`src/rtl/vigna_irq_ctrl_if.sv`:
```
// vigna_irq_ctrl_if -- data-bus port of the interrupt controller.
// Same valid/ready/wstrb protocol as the core's d_* port.
//   s_valid  master->slave  request
//   s_ready  slave->master  one-cycle completion pulse
//   s_addr   master->slave  byte address, bits [1:0] ignored
//   s_wdata  master->slave  write data
//   s_wstrb  master->slave  nonzero = write, zero = read
//   s_rdata  slave->master  read data, valid while s_ready=1
interface vigna_irq_ctrl_if;
  logic        s_valid;
  logic        s_ready;
  logic [7:0]  s_addr;
  logic [31:0] s_wdata;
  logic [3:0]  s_wstrb;
  logic [31:0] s_rdata;

  modport master (output s_valid, s_addr, s_wdata, s_wstrb, input s_ready, s_rdata);
  modport slave  (input s_valid, s_addr, s_wdata, s_wstrb, output s_ready, s_rdata);
endinterface

```
`src/rtl/vigna_irq_ctrl.sv`:
```
// vigna_irq_ctrl -- N_SRC-source prioritised external-interrupt controller
// driving the core's ext_irq input.
//   clk      system clock
//   reset    asynchronous, active-high reset
//   irq_src  raw source lines, bit i-1 = source ID i (asynchronous to clk)
//   bus      slave side of the data bus (PENDING/ENABLE/MODE/THRESHOLD/
//            CLAIM-COMPLETE/PRIORITY registers)
//   ext_irq  registered interrupt request (best eligible ID != 0)
module vigna_irq_ctrl #(
  parameter int unsigned N_SRC  = 8,
  parameter int unsigned PRIO_W = 3
) (
  input  logic                 clk,
  input  logic                 reset,
  input  logic [N_SRC-1:0]     irq_src,
  vigna_irq_ctrl_if.slave      bus,
  output logic                 ext_irq
);

  localparam logic [0:0] ST_IDLE = 1'b0;
  localparam logic [0:0] ST_ACK  = 1'b1;

  logic [0:0]        state_q, state_d;
  logic [31:0]       rdata_q, rdata_d;
  logic              ext_irq_q, ext_irq_d;
  logic [N_SRC-1:0]  sync1_q, sync1_d, sync2_q, sync2_d, sync3_q, sync3_d;
  logic [N_SRC-1:0]  pend_q, pend_d, insvc_q, insvc_d;
  logic [N_SRC-1:0]  en_q, en_d, mode_q, mode_d;
  logic [PRIO_W-1:0] thr_q, thr_d;
  logic [PRIO_W-1:0] prio_q [N_SRC];
  logic [PRIO_W-1:0] prio_d [N_SRC];

  logic [5:0]        word;
  logic              access, wr, rd;
  logic [N_SRC-1:0]  elig, pend_set, pend_clr, insvc_set, insvc_clr;
  logic [4:0]        best;
  logic [PRIO_W-1:0] best_prio;
  logic [31:0]       rdata_v;
  logic              unused_addr;

  assign unused_addr = ^bus.s_addr[1:0];

  always_comb begin
    word   = bus.s_addr[7:2];
    access = (state_q == ST_IDLE) && bus.s_valid;
    wr     = access && (bus.s_wstrb != '0);
    rd     = access && (bus.s_wstrb == '0);

    sync1_d = irq_src;
    sync2_d = sync1_q;
    sync3_d = sync2_q;

    // Arbitration: strict '>' keeps the lowest ID on equal priority.
    best      = '0;
    best_prio = '0;
    elig      = '0;
    for (int unsigned i = 0; i < N_SRC; i++) begin
      elig[i] = pend_q[i] & en_q[i] & ~insvc_q[i] & (prio_q[i] > thr_q);
      if (elig[i] && ((best == '0) || (prio_q[i] > best_prio))) begin
        best      = 5'(i + 1);
        best_prio = prio_q[i];
      end
    end

    // Read mux reflects state before this edge's updates.
    rdata_v = '0;
    case (word)
      6'd0: rdata_v[N_SRC:1]    = pend_q;
      6'd1: rdata_v[N_SRC:1]    = en_q;
      6'd2: rdata_v[N_SRC:1]    = mode_q;
      6'd3: rdata_v[PRIO_W-1:0] = thr_q;
      6'd4: rdata_v[4:0]        = best;
      default: begin
        for (int unsigned i = 0; i < N_SRC; i++) begin
          if (32'(word) == i + 32'd9) rdata_v[PRIO_W-1:0] = prio_q[i];
        end
      end
    endcase

    en_d   = en_q;
    mode_d = mode_q;
    thr_d  = thr_q;
    prio_d = prio_q;
    if (wr) begin
      case (word)
        6'd1: en_d   = bus.s_wdata[N_SRC:1];
        6'd2: mode_d = bus.s_wdata[N_SRC:1];
        6'd3: thr_d  = bus.s_wdata[PRIO_W-1:0];
        default: begin
          for (int unsigned i = 0; i < N_SRC; i++) begin
            if (32'(word) == i + 32'd9) prio_d[i] = bus.s_wdata[PRIO_W-1:0];
          end
        end
      endcase
    end

    // Claim (read of 0x10) and complete (write of 0x10).
    pend_clr  = '0;
    insvc_set = '0;
    insvc_clr = '0;
    for (int unsigned i = 0; i < N_SRC; i++) begin
      if (rd && (word == 6'd4) && (best == 5'(i + 1))) begin
        pend_clr[i]  = 1'b1;
        insvc_set[i] = 1'b1;
      end
      if (wr && (word == 6'd4) && (bus.s_wdata == i + 32'd1)) insvc_clr[i] = 1'b1;
    end
    insvc_d = (insvc_q & ~insvc_clr) | insvc_set;

    // Level sources gate on next-cycle in_service so that the claiming edge
    // clears pending instead of being overridden by the still-high line, and
    // the completing edge re-pends a line that is still high.
    for (int unsigned i = 0; i < N_SRC; i++) begin
      pend_set[i] = mode_q[i] ? (sync2_q[i] & ~sync3_q[i])
                              : (sync2_q[i] & ~insvc_d[i]);
    end
    pend_d = (pend_q & ~pend_clr) | pend_set;

    rdata_d   = access ? rdata_v : rdata_q;
    state_d   = access ? ST_ACK : ST_IDLE;
    ext_irq_d = (best != '0);
  end

  always_ff @(posedge clk or posedge reset) begin
    if (reset) begin
      state_q   <= ST_IDLE;
      rdata_q   <= '0;
      ext_irq_q <= 1'b0;
      sync1_q   <= '0;
      sync2_q   <= '0;
      sync3_q   <= '0;
      pend_q    <= '0;
      insvc_q   <= '0;
      en_q      <= '0;
      mode_q    <= '0;
      thr_q     <= '0;
      for (int unsigned i = 0; i < N_SRC; i++) prio_q[i] <= '0;
    end else begin
      state_q   <= state_d;
      rdata_q   <= rdata_d;
      ext_irq_q <= ext_irq_d;
      sync1_q   <= sync1_d;
      sync2_q   <= sync2_d;
      sync3_q   <= sync3_d;
      pend_q    <= pend_d;
      insvc_q   <= insvc_d;
      en_q      <= en_d;
      mode_q    <= mode_d;
      thr_q     <= thr_d;
      prio_q    <= prio_d;
    end
  end

  assign bus.s_ready = (state_q == ST_ACK);
  assign bus.s_rdata = rdata_q;
  assign ext_irq     = ext_irq_q;

endmodule

```
`src/flat_wrapper.sv`:
```
// flat-port wrapper written by rule: the top's interface ports become plain ports
module vigna_irq_ctrl_flat 
#(
  parameter int unsigned N_SRC  = 8,
  parameter int unsigned PRIO_W = 3
)
  (clk, reset, irq_src, ext_irq, bus_s_valid, bus_s_addr, bus_s_wdata, bus_s_wstrb, bus_s_ready, bus_s_rdata);
  vigna_irq_ctrl_if bus_i ();
  input  logic clk;
  input  logic reset;
  input  logic [N_SRC-1:0] irq_src;
  output logic ext_irq;
  input wire logic [$bits(bus_i.s_valid)-1:0] bus_s_valid;
  input wire logic [$bits(bus_i.s_addr)-1:0] bus_s_addr;
  input wire logic [$bits(bus_i.s_wdata)-1:0] bus_s_wdata;
  input wire logic [$bits(bus_i.s_wstrb)-1:0] bus_s_wstrb;
  output wire logic [$bits(bus_i.s_ready)-1:0] bus_s_ready;
  output wire logic [$bits(bus_i.s_rdata)-1:0] bus_s_rdata;
  assign bus_i.s_valid = bus_s_valid;
  assign bus_i.s_addr = bus_s_addr;
  assign bus_i.s_wdata = bus_s_wdata;
  assign bus_i.s_wstrb = bus_s_wstrb;
  assign bus_s_ready = bus_i.s_ready;
  assign bus_s_rdata = bus_i.s_rdata;
  vigna_irq_ctrl #(.N_SRC(N_SRC), .PRIO_W(PRIO_W)) u_core (.clk(clk), .reset(reset), .irq_src(irq_src), .bus(bus_i), .ext_irq(ext_irq));
endmodule
```
`config.mk`:
```
export PLATFORM = sky130hd
export DESIGN_NAME = vigna_irq_ctrl_flat
export DESIGN_NICKNAME = d
export VERILOG_FILES = /design/src/rtl/vigna_irq_ctrl_if.sv /design/src/rtl/vigna_irq_ctrl.sv /design/src/flat_wrapper.sv
export SDC_FILE = /design/constraint.sdc
export NUM_CORES = 1
export LEC_CHECK = 0
export CORE_ASPECT_RATIO = 1.25
export CORE_MARGIN = 4
export CORE_UTILIZATION = 49
export CTS_CLUSTER_DIAMETER = 60
export DETAILED_ROUTE_END_ITERATION = 6
export HOLD_SLACK_MARGIN = 0.1
export PLACE_DENSITY = 0.74
export SYNTH_ARGS = -nofsm -noshare
export SYNTH_HDL_FRONTEND = slang
export SYNTH_SLANG_ARGS = --single-unit
export TNS_END_PERCENT = 20
```
`constraint.sdc`:
```
create_clock -name clk -period 15.2 [get_ports clk]
set_input_delay 3.04 -clock clk [delete_from_list [all_inputs] [get_ports clk]]
set_output_delay 3.04 -clock clk [all_outputs]
set_load 0.1 [all_outputs]
```
==> flow_summary.ini <==
[sta]
fin_setup_tns_ns = 0
rsz0062_at_grt = false
max_slew_margin_pct = 24.9
period_needed_ns = 13.40
hold_viol = 0
max_freq_ghz = 0.0746
setup_viol = 0
period_share_pct = 88.1
final-max-slew-violation-count = 0
worst_pin_slew_ns = 1.11
clock_skew_ns = 0.00838
finalHoldWorstSlack_ns = 0.350

[cells_and_area]
fin_area_mm2 = 0.00679
nets = 741
diodes = 0
fin_util_pct = 58.7
layout_common_cells = dfrtp_1, clkdlybuf4s50_1, nand2_1, ha_1, nor2_1
synthToLayoutAreaGrowth_pct = 17.6
layout-drive-gt1-share_pct = 11.1
mostFrequentLayoutCell = dfrtp_1

[clock_network]
cts_htree_levels = 3
cts_tree = yes
post_cts_buffers = 0
clockBufferDepth = 2
cts_sinks = 94
path_clk_slew_ns = 0.07
clock_tree.root_cell = clkbuf_16
clkLatencyLatePin_ns = 0.34
cts_made_buffers = 9
ctsHoldBuffers = 0
post_cts_resized = 0

[synthesis]
synth_top_area_share_pct = 40.7
ys_types = 68
synth.area.top_cells = dfrtp_1, ha_1, mux2_2
yosysWarningCount = 0
netlist.top_cell.by_area = dfrtp_1
synthFlopType = dfrtp_1
synth_cells = 579
synth.avg_cell_area_um2 = 9.97
ys_seq_elements = 94
syn_area_mm2 = 0.00577
synthArstFlopShare_pct = 100
synth-seq-area-share_pct = 40.7
synth-edff-count = 0

[worst_setup_path]
slowest_stage = nor3_1
crit_path_frequent_cell = ha_1
slowest_delay_ns = 0.45
cp-end-kind = flip-flop
crit_fanout = 13
start_kind = flip-flop
worstPathRequired_ns = 15.49
arrival_ns = 13.68
crit_cells = 56
path_buf_inv = 2
criticalPathCategory = reg2reg
r2r_cells = 56
cp_top_family = compound AO/OA/AOI/OAI gates

[floorplanning]
dieArea_mm2 = 0.0136
io_pins = 89
die_x_um = 105
start_util_pct = 49.9
num_rows = 44
core_mm2 = 0.0116
dieHeight_um = 129

[route]
ant_nets = 0
first_pass_iters = 5
wl_per_cell_um = 19.6
vias_per_cell = 6.16
drt_wl_total_um = 15400
drcViolationCount = 0
vias = 4840
first_iter_violations = 317

[place]
place.gp.congestion = 0.992
io_buffers = 63
hpwl_um = 11800
placed_cell_area_mm2 = 0.00646

[global_routing]
grt_max_degree = 51
overflow = 0
grt_use_total_pct = 23.1
grt_pass1_wl_um = 24700
antenna_found_initial = 0
grt_pass1_vias = 4842

[flow_run]
drv_cap = 0

[min_path]
holdPathStages = 0
min_path_type = reg2reg

[run_status]
status = finished clean

[pwr]
leakagePower_nw = 3.02
p_per_area_mw_per_mm2 = 106
peakVddDrop_uv = 98.5
fin_total_pwr_w = 0.000720
## layout make-up
| class | count | area [um^2] |
|---|---|---|
| clock buffer | 10 | 239 |
| clock inverter | 6 | 85.1 |
| fill | 963 | 4770 |
| inverter | 26 | 100 |
| multi-input combinational | 444 | 3170 |
| sequential | 94 | 2350 |
| tap | 138 | 173 |
| timing repair buffer | 68 | 668 |
## stage by stage
| stage | std cells | setup WS [ns] |
|---|---|---|
| after floorplan | 601 | 4.28 |
| after global placement | 770 | 2.38 |
| after detailed placement | 770 | 2.03 |
| after CTS | 786 | 1.97 |
| after global routing | 786 | 0.746 |
| final | 786 | 1.80 |
## sequential cells by signal, summed over array words and instances, names as in the netlist
signal and cells:
u_core.sync3_q 8, u_core.sync2_q 8, u_core.bus.s_ready 1, u_core.prio_q 24, u_core.thr_q 3, u_core.en_q 8, u_core.insvc_q 8, u_core.pend_q 8
u_core.bus.s_rdata 9, u_core.sync1_q 8, u_core.mode_q 8, u_core.ext_irq 1
## kinds of logic (layout without fill, tap and decap cells)
family,after synthesis,in the layout,share of synthesized area (%)
AOI/OAI and AO/OA,150,150,18.5
adders and majority gates,43,43,9.32
buffers and inverters,63,110,5.76
DFF,94,94,40.7
muxes,52,52,10.3
other,1,23,0.0650
and+or+nand+nor,176,176,15.3
## power by group
group,internal (W),total (W),switching [W]
Clock,0.000136,0.000240,0.000103
Combinational,0.0000653,0.000190,0.000125
Sequential,0.000270,0.000290,0.0000203
## worst paths after layout
check | startpoint | to | slack (ns)
min | u_core.sync1_q[7] | u_core.sync2_q[7] | 0.35
max reg2reg | u_core.thr_q[2] | u_core.insvc_q[2] | 1.80
min in group asynchronous | reset | u_core.sync2_q[2] | 3.09
min reg2reg | u_core.sync1_q[7] | u_core.sync2_q[7] | 0.35
max in group asynchronous | reset | u_core.prio_q[2] | 11.08
max | u_core.thr_q[2] | u_core.insvc_q[2] | 1.80
## synthesized netlist by cell type (9+ instances only)
cell      instances
a22o_1            9
buf_4            23
inv_1            26
nand2b_1          9
clkbuf_1         10
nand2_1          53
o21ai_0          37
a21oi_1          24
nor2_1           38
nand3_1          16
mux2_2           37
ha_1             43
nor4_1           10
mux2i_1          13
nor2b_1          14
dfrtp_1          94
## routing by layer
| layer | vias up | part of all wire, % | wire length (um) | GRT usage (%) |
|---|---|---|---|---|
| met5 | - | 0 | 0 | 0 |
| met4 | 0 | 4.1 | 629 | 12.6 |
| met2 | 200 | 51 | 7910 | 41.6 |
| met1 | 2383 | 39 | 6020 | 26.3 |
| met3 | 41 | 5.7 | 876 | 3.44 |
| li1 | 2216 | - | - | - |
Note: power is estimated with default switching activity, not from simulation.
